===== src/rtl/uart_cmd_pkg.sv =====
// Shared constants for the UART command decoder: ASCII codes, FSM encoding, time field widths.
package uart_cmd_pkg;

    localparam logic [7:0] ASC_R   = 8'h52;
    localparam logic [7:0] ASC_R_L = 8'h72;
    localparam logic [7:0] ASC_C   = 8'h43;
    localparam logic [7:0] ASC_C_L = 8'h63;
    localparam logic [7:0] ASC_M   = 8'h4D;
    localparam logic [7:0] ASC_M_L = 8'h6D;
    localparam logic [7:0] ASC_D   = 8'h44;
    localparam logic [7:0] ASC_D_L = 8'h64;
    localparam logic [7:0] ASC_T   = 8'h54;
    localparam logic [7:0] ASC_T_L = 8'h74;
    localparam logic [7:0] ASC_CR  = 8'h0D;
    localparam logic [7:0] ASC_LF  = 8'h0A;
    localparam logic [7:0] ASC_SP  = 8'h20;
    localparam logic [7:0] ASC_0   = 8'h30;
    localparam logic [7:0] ASC_9   = 8'h39;

    localparam int HOUR_W = 5;
    localparam int MIN_W  = 6;
    localparam int SEC_W  = 6;
    localparam int IDX_W  = 3;

    typedef enum logic {
        IDLE = 1'b0,
        DIG  = 1'b1
    } state_t;

    // Two decimal digits to binary; 7 bits covers the 0..99 range seen before the range check.
    function automatic logic [6:0] bcd_pair(input logic [3:0] tens, input logic [3:0] ones);
        return ({3'b000, tens} * 7'd10) + {3'b000, ones};
    endfunction

endpackage


===== src/rtl/cmd_timeout_timer.sv =====
// Inter-byte timeout for a time-set frame: expire fires in the cycle whose edge brings the
// count to TIMEOUT_CYCLES-1, so the registered error lands TIMEOUT_CYCLES cycles after the last byte.
module cmd_timeout_timer #(
    parameter int TIMEOUT_CYCLES = 100_000_000
) (
    input  logic clk,
    input  logic rst,
    input  logic clr,
    input  logic en,
    output logic expire
);

    localparam int CW = $clog2(TIMEOUT_CYCLES);

    logic [CW-1:0] cnt;

    assign expire = en & ~clr & (cnt == CW'(TIMEOUT_CYCLES - 2));

    always_ff @(posedge clk) begin
        if (rst || clr) begin
            cnt <= '0;
        end else if (en) begin
            cnt <= cnt + CW'(1);
        end
    end

endmodule


===== src/rtl/uart_cmd_decoder.sv =====
// Pops every RX FIFO byte as it appears and decodes it into one-cycle command pulses
// or a range-checked HHMMSS time load; all pulses are registered one cycle after the pop.
module uart_cmd_decoder
    import uart_cmd_pkg::*;
#(
    parameter int TIMEOUT_CYCLES = 100_000_000
) (
    input  logic              clk,
    input  logic              rst,
    input  logic              rx_empty,
    input  logic [7:0]        rx_fifo_data,
    output logic              pop,
    output logic              cmd_run_stop,
    output logic              cmd_clear,
    output logic              cmd_mode,
    output logic              cmd_sensor,
    output logic              set_time,
    output logic [HOUR_W-1:0] set_hour,
    output logic [MIN_W-1:0]  set_min,
    output logic [SEC_W-1:0]  set_sec,
    output logic              cmd_err
);

    state_t           state, state_nxt;
    logic [IDX_W-1:0] idx, idx_nxt;
    logic [3:0]       dig [0:4];

    logic run_nxt, clr_nxt, mode_nxt, sns_nxt, set_nxt, err_nxt;
    logic dig_clr, dig_we;
    logic expire;
    logic is_digit;
    logic [3:0] cur_digit;
    logic [6:0] hour_v, min_v, sec_v;
    logic       in_range;

    assign pop       = ~rx_empty & ~rst;
    assign is_digit  = (rx_fifo_data >= ASC_0) && (rx_fifo_data <= ASC_9);
    assign cur_digit = rx_fifo_data[3:0];

    // The sixth digit is never stored; it feeds the seconds value straight from the FIFO head.
    assign hour_v   = bcd_pair(dig[0], dig[1]);
    assign min_v    = bcd_pair(dig[2], dig[3]);
    assign sec_v    = bcd_pair(dig[4], cur_digit);
    assign in_range = (hour_v <= 7'd23) && (min_v <= 7'd59) && (sec_v <= 7'd59);

    cmd_timeout_timer #(
        .TIMEOUT_CYCLES(TIMEOUT_CYCLES)
    ) u_timer (
        .clk   (clk),
        .rst   (rst),
        .clr   ((state == IDLE) | pop),
        .en    ((state == DIG) & ~pop),
        .expire(expire)
    );

    always_comb begin
        state_nxt = state;
        idx_nxt   = idx;
        run_nxt   = 1'b0;
        clr_nxt   = 1'b0;
        mode_nxt  = 1'b0;
        sns_nxt   = 1'b0;
        set_nxt   = 1'b0;
        err_nxt   = 1'b0;
        dig_clr   = 1'b0;
        dig_we    = 1'b0;

        case (state)
            IDLE: begin
                if (pop) begin
                    case (rx_fifo_data)
                        ASC_R, ASC_R_L: run_nxt  = 1'b1;
                        ASC_C, ASC_C_L: clr_nxt  = 1'b1;
                        ASC_M, ASC_M_L: mode_nxt = 1'b1;
                        ASC_D, ASC_D_L: sns_nxt  = 1'b1;
                        ASC_T, ASC_T_L: begin
                            state_nxt = DIG;
                            idx_nxt   = '0;
                            dig_clr   = 1'b1;
                        end
                        ASC_CR, ASC_LF, ASC_SP: ;
                        default: err_nxt = 1'b1;
                    endcase
                end
            end
            DIG: begin
                if (pop) begin
                    if (!is_digit) begin
                        err_nxt   = 1'b1;
                        state_nxt = IDLE;
                        idx_nxt   = '0;
                    end else if (idx == IDX_W'(5)) begin
                        set_nxt   = in_range;
                        err_nxt   = ~in_range;
                        state_nxt = IDLE;
                        idx_nxt   = '0;
                    end else begin
                        dig_we  = 1'b1;
                        idx_nxt = idx + IDX_W'(1);
                    end
                end else if (expire) begin
                    err_nxt   = 1'b1;
                    state_nxt = IDLE;
                    idx_nxt   = '0;
                end
            end
            default: begin
                state_nxt = IDLE;
                idx_nxt   = '0;
            end
        endcase
    end

    always_ff @(posedge clk) begin
        if (rst) begin
            state        <= IDLE;
            idx          <= '0;
            cmd_run_stop <= 1'b0;
            cmd_clear    <= 1'b0;
            cmd_mode     <= 1'b0;
            cmd_sensor   <= 1'b0;
            set_time     <= 1'b0;
            cmd_err      <= 1'b0;
            set_hour     <= '0;
            set_min      <= '0;
            set_sec      <= '0;
            for (int i = 0; i < 5; i++) dig[i] <= '0;
        end else begin
            state        <= state_nxt;
            idx          <= idx_nxt;
            cmd_run_stop <= run_nxt;
            cmd_clear    <= clr_nxt;
            cmd_mode     <= mode_nxt;
            cmd_sensor   <= sns_nxt;
            set_time     <= set_nxt;
            cmd_err      <= err_nxt;
            for (int i = 0; i < 5; i++) begin
                if (dig_clr) begin
                    dig[i] <= '0;
                end else if (dig_we && (idx == IDX_W'(i))) begin
                    dig[i] <= cur_digit;
                end
            end
            if (set_nxt) begin
                set_hour <= HOUR_W'(hour_v);
                set_min  <= MIN_W'(min_v);
                set_sec  <= SEC_W'(sec_v);
            end
        end
    end

endmodule


===== config.mk =====
export PLATFORM = sky130hd
export DESIGN_NAME = uart_cmd_decoder
export DESIGN_NICKNAME = d
export VERILOG_FILES = /design/src/rtl/uart_cmd_pkg.sv /design/src/rtl/cmd_timeout_timer.sv /design/src/rtl/uart_cmd_decoder.sv
export SDC_FILE = /design/constraint.sdc
export NUM_CORES = 1
export LEC_CHECK = 0
export CORE_UTILIZATION = 45
export DETAILED_ROUTE_END_ITERATION = 6
export GPL_TIMING_DRIVEN = 0
export PLACE_DENSITY = 0.69
export SLEW_MARGIN = 20
export SYNTH_ARGS = -nofsm -noshare
export SYNTH_HDL_FRONTEND = slang
export SYNTH_SLANG_ARGS = --single-unit

===== constraint.sdc =====
create_clock -name clk -period 3.05 [get_ports clk]
set_clock_uncertainty 0.15 [all_clocks]
set_input_delay 0.915 -clock clk [delete_from_list [all_inputs] [get_ports clk]]
set_output_delay 0.915 -clock clk [all_outputs]
set_load 0.05 [all_outputs]

---- After elaboration in Yosys (flattened, before gate mapping) ----
Memories as Yosys holds them, arrays and structs flattened.
Cells that the tools add are included.
storage, ports and cells
  register bits ........................... 54
  bits in writable memories ............... 20
  input bits .............................. 11
  output and inout port bits .............. 24
  word-level logic and storage cells ...... 154
  memories kept ........................... 1
cells by class
  add/subtract/negate cells ............... 5
  multipliers ............................. 3
  order comparisons ....................... 5
  equal/unequal tests ..................... 22
  multiplexer cells ....................... 67
  bitwise gates (word level) .............. 21
  reductions and logical operators ........ 18
memory list
  name  words  bits a word  rd ports  clocked after memory_dff  wr ports  line                    text
  dig   5      4            5         0                         5         uart_cmd_decoder.sv:26  logic [3:0] dig [0:4];
operators with widths
  kind                                                               count
  == test 8 x 7 -> 1 bit, second input constant                      10
  two-way mux 1 bit                                                  48
  two-way mux 4 bit                                                  10
  adder 27 x 1 -> 27 bit, second input constant                      1
  == test 27 bit, second input constant                              1
  adder 7 x 4 -> 7 bit                                               3
  multiplier 4 x 3 -> 6 bit, second input constant                   3
  two-way mux 3 bit                                                  6
  == test 8 x 4 -> 1 bit, second input constant                      2
  <= comparator 7 x 6 -> 1 bit, second input constant                2
  OR reduction 13 bit                                                1
  OR 1 bit                                                           11
  OR reduction 2 bit                                                 5
  == test 8 x 6 -> 1 bit, second input constant                      1
  greater-or-equal comparator 8 x 6 -> 1 bit, second input constant  1
  <= comparator 8 x 6 -> 1 bit, second input constant                1
  logical AND 1 bit                                                  8
  <= comparator 7 x 5 -> 1 bit, second input constant                1
  == test 3 x 2 -> 1 bit, second input constant                      2
  == test 3 bit, second input constant                               2
  inverter 1 bit                                                     6
  one-hot mux 3 bit (2 select lines)                                 1
  bitwise AND 1 bit                                                  4
  one-hot mux 1 bit (2 select lines)                                 2
  9 further kinds                                                    9

---- Depth between registers and ports, before layout ----
Gate-level depths: netlist of run 1.
  depth after elaboration ................. 11
  mapped depth ............................ 11
  gate-level depth less buffers ........... 10

---- Hierarchy ----
From an unflattened synthesis of run 1, not the netlist that was laid out.
unflattened totals
  cell total of the unflattened synthesis .. 462
  area total of the unflattened synthesis .. 4,388.0 um^2
by module, submodules not included
  module             instances  cells each  area each (um^2)  sequential area each (um^2)
  uart_cmd_decoder   1          305         3,035.4           1,141.1
  cmd_timeout_timer  1          157         1,352.5           540.5

---- Worst setup path after synthesis of run 1 ----
OpenSTA, ideal clock, no wires.
  path kind ............................... reg2reg
  start point ............................. memory dig[2][1]
  end point ............................... register set_hour[0]
  library setup time ...................... 120 ps
  arrival ................................. 2,876 ps
  required time ........................... 2,780 ps
  path slack .............................. -96 ps
  stages on the path, launching flop included .. 12
  path buffers ............................ 1
  period minus slack after synthesis ...... 3,146 ps
  cell sequence ........................... edfxtp_1 > ha_1 > ha_1 > inv_1 > fa_1 > and3_1 > o211a_1 > maj3_1 > o2bb2ai_2 > nand4_4 > buf_6 > mux2i_1
RTL lines
  element                 line                     text
  start: declaration      uart_cmd_decoder.sv:26
  end signal: assignment  uart_cmd_decoder.sv:145  set_hour <= HOUR_W'(hour_v);
  end: declaration        uart_cmd_decoder.sv:18   output logic [HOUR_W-1:0] set_hour,

==> results.cfg, run 1 <==
[clock_tree]
cts_hold_buf = 0
cts_buffers = 9
clk_latency_ps = 350
numClockSinks = 74
cts-root-buf = clkbuf_8
cts_tree = yes
htreeDepth = 3
clkTransAtPathRegs_ps = 70
cts.path.max_buffers = 2

[layout]
mostFrequentLayoutCells = dfxtp_1 (54), nor2_1 (45), nand2b_1 (34)
drive_above_1_share = 0.111
area_growth_pct = 20.7
final_common_cell = dfxtp_1
finalNetCount = 509
n_antenna_cell = 0
fillerInstances = 788
instances_no_fill = 584
final_area_um2 = 4850

[sta]
finalMaxSlewViolations = 0
rsz0062_at_grt = true
relSlewSlack = 0.622
finalSetupViolations = 1
setup_slack_ps = -8.83
timing.final.crit_share = 1.00
hold_violations = 0
period_minus_slack_ps = 3060
fmax_ghz = 0.327
worstMarginPinSlew_ps = 560

[die]
dieArea_um2 = 9320
die_y_um = 96.5
core_um2 = 8680
rows = 34
die_w_um = 96.5
num_io_pins = 35
start_util = 0.463

[yosys]
syn_avg_cell_area_um2 = 9.64
synth.top_cell.area_share = 0.269
synth-seq-cells = 74
synth_cell_type_count = 52
syn-num-nets = 455
syn-cell-area_um2 = 4020
yosys.area.top_type = dfxtp_1
postSynthCellCount = 417
async_flop_share = 0
synth-seq-area-share = 0.418
ys.flop_type = dfxtp_1
synth-edff-count = 20
yosys_warnings = 0
synthTopCellsByArea = dfxtp_1 (27%), edfxtp_1 (15%), ha_1 (6.5%)

[power]
powerDensity_nw_per_um2 = 408
peakVddDrop_mv = 0.228
total_power_mw = 1.98
leakage_nw = 1.86

[critical_path]
rr_endpoint = set_min[4]
ff2ff_path_depth = 11
startpoint_type = register
worstPathMaxFanout = 5
end_kind = register
cp.required_ps = 3140
criticalPathCategory = register to register
reg2reg_slack_ps = -9
timing.rr.start = dig[2][3]
cp.arrival_ps = 3150

[global_routing]
grt_antenna_before_repair = 0
grt_usage = 0.190
grt_pass1_wl_um = 13300
grt_max_degree = 12
gr-total-overflow = 0
grt_pass1_vias = 2997

[outcome]
violations = negative setup slack
run_status = complete, but fails checks

[placed_design]
placedCellCount = 559
dpl_cell_area_um2 = 4500
dp_hpwl_um = 5930
port_buffers = 34
place.gp.congestion = 0.813

[hold_path]
hp-class = register to register
hold_start = set_min[3]
min_to = set_min[3]
whs_path_depth = 2

[route]
via_per_inst = 5.18
drc_errors = 0
vias = 3028
wirelength_um = 8010
dr.pass1.iters = 4
avgRoutedWirePerCell_um = 13.7
drtIter0Drc = 72
drtAntennaViolNets = 0

[flow_run]
cap_violations = 0
how the worst max path moves through the flow:
stage	to	start	cells past startpoint
global placement	cmd_err	rx_fifo_data[1]	9
CTS	set_min[5]	dig[2][3]	11
finish	set_min[4]	dig[2][3]	11
detailed placement	set_hour[3]	rx_fifo_data[1]	10
floorplan	set_hour[0]	dig[2][1]	11
global route	set_min[4]	dig[2][3]	11
routing by layer:
| metal | track usage | share of wire | vias to the layer above |
|---|---|---|---|
| met5 | 0 | 0 | - |
| met3 | 0.0524 | 0.029 | 13 |
| met4 | 0.0588 | 0.019 | 0 |
| li1 | - | - | 1542 |
| met1 | 0.206 | 0.43 | 1435 |
| met2 | 0.357 | 0.53 | 38 |
Yosys cell counts (2+ instances only):
cell type / n
edfxtp_1: 20
o211a_1: 2
nand3_1: 14
nand3b_1: 2
and2_1: 14
a21oi_1: 17
buf_2: 2
inv_1: 17
xor2_1: 21
ha_1: 21
fa_1: 6
xnor2_1: 14
mux2i_1: 12
nand4_1: 7
nor2_2: 3
or3_1: 5
nand2_1: 22
or2_4: 2
a21o_1: 2
nor3_1: 8
clkbuf_1: 8
nand4_4: 2
or4_1: 2
nor4_1: 7
or2_2: 2
nand2b_1: 34
nor2b_1: 10
and3_1: 10
o21ai_0: 7
nor2_1: 45
mux2_2: 5
dfxtp_1: 54
power by group:
group	switching [mW]	internal (mW)	total [mW]
clock network	0.347	0.390	0.737
logic	0.126	0.0899	0.216
registers	0.00672	1.02	1.02
total	0.480	1.50	1.98
cells by family (layout without fill, tap and decap cells):
family / Yosys count / in the layout / share of synthesized area
adder cells (fa/ha/maj): 28 / 28 / 0.0977
AO/OA/AOI/OAI: 38 / 38 / 0.0626
AND/OR/NAND/NOR: 195 / 195 / 0.270
buffers and inverters: 30 / 89 / 0.0311
XOR/XNOR: 35 / 35 / 0.0763
multiplexers: 17 / 17 / 0.0439
flip-flops: 74 / 74 / 0.418
metrics by stage:
stage          worst slack [ps]  setup TNS [ps]  utilization  hold WS (ps)
6_report                  -8.83           -8.83        0.559           326
4_1_cts                   -39.6            -392        0.557           334
3_5_place_dp               -746          -24860        0.519           319
2_1_floorplan              6.57               0            -           291
3_3_place_gp               -705          -23290        0.519           310
5_1_grt                    -117           -1550        0.559           355
what timing repair did:
action	CTS	global route
pin swaps	7	3
cloned	1	0
resized for setup	25	4
setup endpoints to repair	36	22
setup buffers	8	0
final cells by class:
class                           instances  area (um2)  area share
Multi-Input combinational cell        313        2260       0.465
Sequential cell                        74        1680       0.347
Timing Repair Buffer                   43         455      0.0939
Clock buffer                           15         188      0.0387
Tap cell                              108         135      0.0279
Inverter                               18        70.1      0.0144
Buffer                                 12        58.8      0.0121
Clock inverter                          1        5.00     0.00103
state kept, by name (all words and copies together), names as in the netlist, 3 cells and up:
| signal | cells |
|---|---|
| u_timer.cnt | 27 |
| dig | 20 |
| set_min | 6 |
| set_sec | 6 |
| set_hour | 5 |
| idx | 3 |
critical path: stages (launching register included):
cell	delay, ps
edfxtp_1	410
ha_1	290
ha_2	180
inv_2	50
fa_2	440
and3_1	160
o211a_1	200
maj3_2	320
o2bb2ai_4	160
nand4_4	150
buf_6	180
mux2_2	270
No activity file was read; power rests on OpenSTA's default activity.
==> inputs of run 2 (changes only) <==
Settings changed: ABC_CLOCK_PERIOD_IN_PS set to 3050.
==> results of run 2 <==
No change in the layout: final DEF, timing and power equal those of run 1.
